<file path="src/rtl/acum_buffer_p.sv">
// ---------------------------------------------------------------------------
// acum_buffer_p -- accumulation buffer below the GEMM systolic array.
//
// Each accepted beat carries one row of COLS signed partial sums. The row
// either overwrites or accumulates into a circular accumulator FIFO. On the
// final K-tile (i_store) the finished row goes into an output FIFO instead,
// and that FIFO is drained toward the store path with a valid/ready handshake.
//
// Build option:
//   ACUM_BUF_SAT_EN  defined   -> column sums clamp on signed overflow
//                    undefined -> column sums wrap in two's complement
//
// Ports:
//   clk, rst         clock, asynchronous active-high reset
//   i_valid/i_ready  input beat handshake (i_ready depends on mode and FIFO state)
//   i_store          beat is the final tile; result goes to the output FIFO
//   i_overwrite      result = input; accumulator head is not read or popped
//   i_data           COLS x IN_W signed columns, column c at [c*IN_W +: IN_W]
//   o_valid/o_ready  output FIFO handshake; o_valid = output FIFO non-empty
//   o_data           output head, column c at [c*ACC_W +: ACC_W]; 0 when empty
//   acc_count        accumulator FIFO occupancy
//   out_count        output FIFO occupancy
//   err_underflow    sticky: an accumulate beat found the accumulator empty
//   clr_err          synchronous clear of err_underflow (a new set wins)
// ---------------------------------------------------------------------------
module acum_buffer_p #(
  parameter int COLS  = 4,
  parameter int IN_W  = 24,
  parameter int ACC_W = 32,
  parameter int DEPTH = 16
) (
  input  logic                        clk,
  input  logic                        rst,
  input  logic                        i_valid,
  output logic                        i_ready,
  input  logic                        i_store,
  input  logic                        i_overwrite,
  input  logic [COLS*IN_W-1:0]        i_data,
  output logic                        o_valid,
  input  logic                        o_ready,
  output logic [COLS*ACC_W-1:0]       o_data,
  output logic [$clog2(DEPTH+1)-1:0]  acc_count,
  output logic [$clog2(DEPTH+1)-1:0]  out_count,
  output logic                        err_underflow,
  input  logic                        clr_err
);

  localparam int AW = $clog2(DEPTH);
  localparam int CW = $clog2(DEPTH+1);
  localparam logic [CW-1:0] FULL_CNT = CW'(DEPTH);

  logic [COLS*ACC_W-1:0] acc_mem [DEPTH];
  logic [COLS*ACC_W-1:0] out_mem [DEPTH];

  logic [AW-1:0] acc_wr, acc_rd, out_wr, out_rd;

  logic acc_full, acc_empty, out_full;
  logic accept, acc_push, acc_pop, out_push, out_pop, underflow;
  logic [COLS*ACC_W-1:0] acc_head, result;

  assign acc_full  = (acc_count == FULL_CNT);
  assign acc_empty = (acc_count == '0);
  assign out_full  = (out_count == FULL_CNT);

  // Readiness never looks at o_ready: a full output FIFO stays not-ready even
  // while it is being popped, which keeps o_ready off the input path.
  always_comb begin
    // NOTE: every always_comb output gets a default first so no path leaves it unassigned (no latch).
    i_ready = 1'b1;
    if (i_store)          i_ready = !out_full;
    else if (i_overwrite) i_ready = !acc_full;
  end

  assign accept    = i_valid && i_ready;
  assign underflow = accept && !i_overwrite && acc_empty;
  assign acc_pop   = accept && !i_overwrite && !acc_empty;
  assign acc_push  = accept && !i_store;
  assign out_push  = accept && i_store;
  assign out_pop   = o_valid && o_ready;

  // An empty accumulator reads as zero so an underflowing beat adds to nothing.
  assign acc_head = acc_empty ? '0 : acc_mem[acc_rd];

  for (genvar c = 0; c < COLS; c++) begin : g_col
    logic signed [IN_W-1:0]  in_c;
    logic signed [ACC_W-1:0] ext_c, head_c, sum_c, res_c;

    assign in_c   = i_data[c*IN_W +: IN_W];
    assign ext_c  = ACC_W'(in_c);
    assign head_c = acc_head[c*ACC_W +: ACC_W];
    assign sum_c  = head_c + ext_c;

`ifdef ACUM_BUF_SAT_EN
    logic ovf;
    // Overflow only when both operands share a sign the sum does not.
    assign ovf   = (head_c[ACC_W-1] == ext_c[ACC_W-1]) && (sum_c[ACC_W-1] != head_c[ACC_W-1]);
    assign res_c = i_overwrite ? ext_c
                 : ovf ? (head_c[ACC_W-1] ? {1'b1, {(ACC_W-1){1'b0}}}
                                          : {1'b0, {(ACC_W-1){1'b1}}})
                 : sum_c;
`else
    assign res_c = i_overwrite ? ext_c : sum_c;
`endif

    assign result[c*ACC_W +: ACC_W] = res_c;
  end

  // NOTE: FIFO storage has no reset; pointers and counts define validity, and resetting memory would cost a reset tree for nothing.
  always_ff @(posedge clk) begin
    if (acc_push) acc_mem[acc_wr] <= result;
    if (out_push) out_mem[out_wr] <= result;
  end

  always_ff @(posedge clk or posedge rst) begin
    // NOTE: sequential state uses non-blocking assignments so every register samples pre-edge values.
    if (rst) begin
      acc_wr        <= '0;
      acc_rd        <= '0;
      out_wr        <= '0;
      out_rd        <= '0;
      acc_count     <= '0;
      out_count     <= '0;
      err_underflow <= 1'b0;
    end else begin
      if (acc_push) acc_wr <= acc_wr + AW'(1);
      if (acc_pop)  acc_rd <= acc_rd + AW'(1);
      if (out_push) out_wr <= out_wr + AW'(1);
      if (out_pop)  out_rd <= out_rd + AW'(1);

      case ({acc_push, acc_pop})
        2'b10:   acc_count <= acc_count + CW'(1);
        2'b01:   acc_count <= acc_count - CW'(1);
        default: acc_count <= acc_count;
      endcase

      case ({out_push, out_pop})
        2'b10:   out_count <= out_count + CW'(1);
        2'b01:   out_count <= out_count - CW'(1);
        default: out_count <= out_count;
      endcase

      if (underflow)    err_underflow <= 1'b1;
      else if (clr_err) err_underflow <= 1'b0;
    end
  end

  assign o_valid = (out_count != '0);
  assign o_data  = o_valid ? out_mem[out_rd] : '0;

endmodule

</file>
<file path="config.mk">
export PLATFORM = sky130hd
export DESIGN_NAME = acum_buffer_p
export DESIGN_NICKNAME = d
export VERILOG_FILES = /design/src/rtl/acum_buffer_p.sv
export SDC_FILE = /design/constraint.sdc
export NUM_CORES = 2
export LEC_CHECK = 0
export CELL_PAD_IN_SITES_DETAIL_PLACEMENT = 0
export CELL_PAD_IN_SITES_GLOBAL_PLACEMENT = 1
export CORE_MARGIN = 3
export CORE_UTILIZATION = 60
export CTS_BUF_LIST = sky130_fd_sc_hd__clkbuf_8
export CTS_CLUSTER_SIZE = 24
export DETAILED_ROUTE_END_ITERATION = 10
export PLACE_DENSITY = 0.89
export SYNTH_ARGS = -nofsm -noshare
export SYNTH_HDL_FRONTEND = slang
export SYNTH_SLANG_ARGS = --single-unit
</file>
<file path="constraint.sdc">
create_clock -name clk -period 22.9 [get_ports clk]
set_clock_uncertainty 0.05 [all_clocks]
set_input_delay 3.435 -clock clk [delete_from_list [all_inputs] [get_ports clk]]
set_output_delay 3.435 -clock clk [all_outputs]
set_load 0.02 [all_outputs]
</file>
==> flow_metrics.py <==
metrics = {
    "run_status": {
        "outcome": "finished, final reports clean",
    },
    "routing": {
        "avgViaCountPerCell": 6.67,
        "detailed_route_wirelength_on_metal3_mm": 38.8,
        "detailedRoute.firstPassIterationCount": 6,
        "detail_route.wirelength.met1_mm": 140,
        "drcViolationCount": 0,
        "drt.antenna.violating_nets": 0,
        "wl_met2_mm": 195,
        "avg_wl_per_cell_um": 32.1,
        "routed-via-count": 80600,
        "detailedRoute.firstIterationViolations": 10100,
        "wl_mm": 388,
        "route.top_layer_used": "met5",
    },
    "clock_tree": {
        "cts_buffers": 633,
        "cts.repair_timing.setup_buffer_count": 0,
        "cts_tree": "yes",
        "clock_latency_ps": 1080,
        "cts_root_buf": "clkbuf_8",
        "cts_sinks": 4123,
        "cts_resized": 0,
        "worst_setup_hold_path_clk_slew_ps": 60,
        "h-tree-depth": 6,
        "max-clock-path-buffers": 4,
        "cts_hold_repair.buffers": 0,
    },
    "global_routing": {
        "grt.total_usage_pct": 28.1,
        "grt_start_max_net_pins": 150,
        "antenna_found_initial": 28,
        "grt_remaining_overflow": 0,
        "grt_pass1_vias": 83800,
        "grt_pass1_wl_mm": 568,
    },
    "setup_path": {
        "worst_path_dominant_cell_family": "buffers and inverters",
        "timing.critical_path.slowest_cell_delay_ps": 950,
        "crit_required_ps": 19420,
        "critPathSlowestCell": "dfrtp_4",
        "timing.critical_path.to_type": "primary output",
        "crit_path_frequent_cell": "buf_4",
        "cell_chain_critical_path": "buf_4, buf_4, buf_4, buf_4, mux4_2, mux4_2, and2_1, clkdlybuf4s50_1",
        "timing.critical_path.from_type": "flip-flop",
        "timing.critical_path.fanout_max": 49,
        "worstSetupPathType": "reg -> out",
        "cp.buffers_inverters": 5,
        "arrival_ps": 7270,
    },
    "timing": {
        "finalCritPeriodShare_pct": 47.0,
        "rsz_0062_raised_after_global_routing": "false",
        "setup_viol": 0,
        "finalWorstSetupSlack_ps": 12140,
        "finalSetupTns_ps": 0,
        "clock.fmax_mhz": 93.0,
        "final.min_clock_period_ps": 10760,
        "timing.slew.headroom_pct": 13.1,
        "timing.final.max_slew_violations": 0,
        "worst_slew_pin_slew_ps": 1300,
        "finalHoldViolCount": 0,
    },
    "power": {
        "power.ir.vdd_worst_uv": 126,
        "power-per-cell-area_nw_per_um2": 149,
        "leakage_nw": 58.9,
    },
    "yosys": {
        "synth_most_common_cell": "edfxtp_1",
        "syn_inst": 7271,
        "synth_edf_count": 4096,
        "syn_avg_cell_area_um2": 22.5,
        "synth.cells.most_frequent": "4096 x edfxtp_1, 1274 x mux4_2, 275 x and2_1, 224 x clkbuf_1, 176 x nand2_1",
        "register_area_share_after_synthesis_pct": 75.4,
        "synthArstFlopShare_pct": 0.655,
        "synthDistinctLibCells": 78,
        "syn-num-nets": 7522,
        "ys_ff_latch": 4123,
        "synthesis.area_um2": 164000,
        "synthDominantCellAreaShare_pct": 75.0,
        "yosysWarnings": 0,
        "synth.area.top_cells": "edfxtp_1 75%, mux4_2 18%, ha_1 1.1%",
        "dominantRegCellSynth": "edfxtp_1",
        "synth_area_leader_cell": "edfxtp_1",
    },
    "die": {
        "fp.dieH_um": 529,
        "die-area_um2": 280000,
        "die_outline_width_um": 529,
        "initial_utilization_pct": 60.4,
        "rows": 191,
        "core-area_um2": 271000,
        "num_io_pins": 244,
    },
    "finish": {
        "areaGrowthSynthToFinish_pct": 11.8,
        "nNetsFinal": 8285,
        "proportion_of_layout_cells_with_a_drive_suffix_above_1_pct": 28.1,
        "layout.core_utilization_pct": 67.5,
        "num-fill-cells": 15900,
        "finish.instance_area_um2": 183000,
    },
    "placement": {
        "dp.final_hpwl_mm": 204,
        "finalWeightedCongestion": 0.838,
        "pre_cts_ws_ps": 13000,
        "dpl_cell_area_um2": 172000,
        "place.port_buffers": 243,
    },
    "min_path": {
        "worstHoldPathType": "reg -> reg",
    },
    "flow_run": {
        "cap_violations": 0,
    },
}
kinds of logic after synthesis:
kind of cell,count (synthesis),share of synthesized area [%]
xor+xnor,106,0.566
flops,4123,75.4
buf+inv,406,0.976
simple gates,709,2.31
compound gates,475,1.85
fa+ha+maj,148,1.16
mux,1304,17.7
where the power goes:
| group | switching, mW | total, mW | internal (mW) |
|---|---|---|---|
| combinational | 6.09 | 10.4 | 4.34 |
| clock | 2.76 | 5.58 | 2.82 |
| sequential | 0.268 | 11.3 | 11.0 |
| total | 9.12 | 27.3 | 18.2 |
path summary, 6_finish.rpt:
check                                          start                        end  cells after the start  slack, ps
max reg2reg                    acc_rd[0]$_DFFE_PP0P_   out_mem[0][62]$_DFFE_PP_                     15      14840
min                        err_underflow$_DFFE_PP0P_  err_underflow$_DFFE_PP0P_                      2        490
min reg2reg                err_underflow$_DFFE_PP0P_  err_underflow$_DFFE_PP0P_                      2        490
max in group asynchronous                        rst      acc_rd[1]$_DFFE_PP0P_                      3      19730
max                            out_rd[0]$_DFFE_PP0P_                 o_data[86]                      8      12140
min in group asynchronous                        rst   acc_count[0]$_DFFE_PP0P_                      3       2720
placed cells by master (no fill, tap or decap), types with 26 or more instances in the layout:
master / netlist / final
xnor2_1: 54 / 53
o21ai_0: 156 / 74
o21ai_1: 4 / 80
clkinv_2: 0 / 52
a211oi_1: 27 / 27
xor2_1: 52 / 52
clkbuf_8: 0 / 649
edfxtp_1: 4096 / 4096
clkinv_1: 0 / 133
nor3_1: 31 / 26
and2_1: 275 / 255
ha_1: 142 / 142
nor2_1: 78 / 74
mux4_2: 1274 / 1274
a21oi_1: 101 / 101
inv_1: 50 / 255
nand2_1: 176 / 176
a21o_1: 61 / 61
clkdlybuf4s50_1: 0 / 242
buf_4: 3 / 221
through the flow:
| stage | power (mW) | cells | hold slack, ps |
|---|---|---|---|
| 2_1_floorplan | 18.6 | 7271 | 443 |
| 3_3_place_gp | 21.5 | 11000 | 463 |
| 3_5_place_dp | 21.9 | 11000 | 477 |
| 4_1_cts | 27.4 | 12100 | 492 |
| 5_1_grt | 28.6 | 12100 | 523 |
| 6_report | 27.3 | 12100 | 486 |
registers in the layout (all words and copies together), names as in the netlist:
register	cells
out_rd	4
acc_mem	2048
acc_wr	4
out_wr	4
acc_count	5
err_underflow	1
out_count	5
out_mem	2048
acc_rd	4
area by class of cell:
cell class	instances	area [um2]	area share, %
diodes	16	40.0	0.0219
flip-flops and latches	4123	124000	67.5
inverters	50	188	0.102
clock inverters	454	2460	1.34
multi-input cells	2742	38900	21.3
clock buffers	649	8930	4.88
well taps	3570	4470	2.44
repair buffers	484	4480	2.45
tightest hold or removal path, stage by stage (launching register included):
cell and delay, ps:
dfrtp_1 380, inv_1 50, o32ai_1 60
layer usage:
layer / global-route usage [%] / vias up
met2: 45.7 / 4841
li1: - / 32500
met1: 38.4 / 42500
met3: 5.52 / 813
met4: 10.3 / 26
met5: 0 / -
Note: power is estimated with default switching activity, not from simulation.
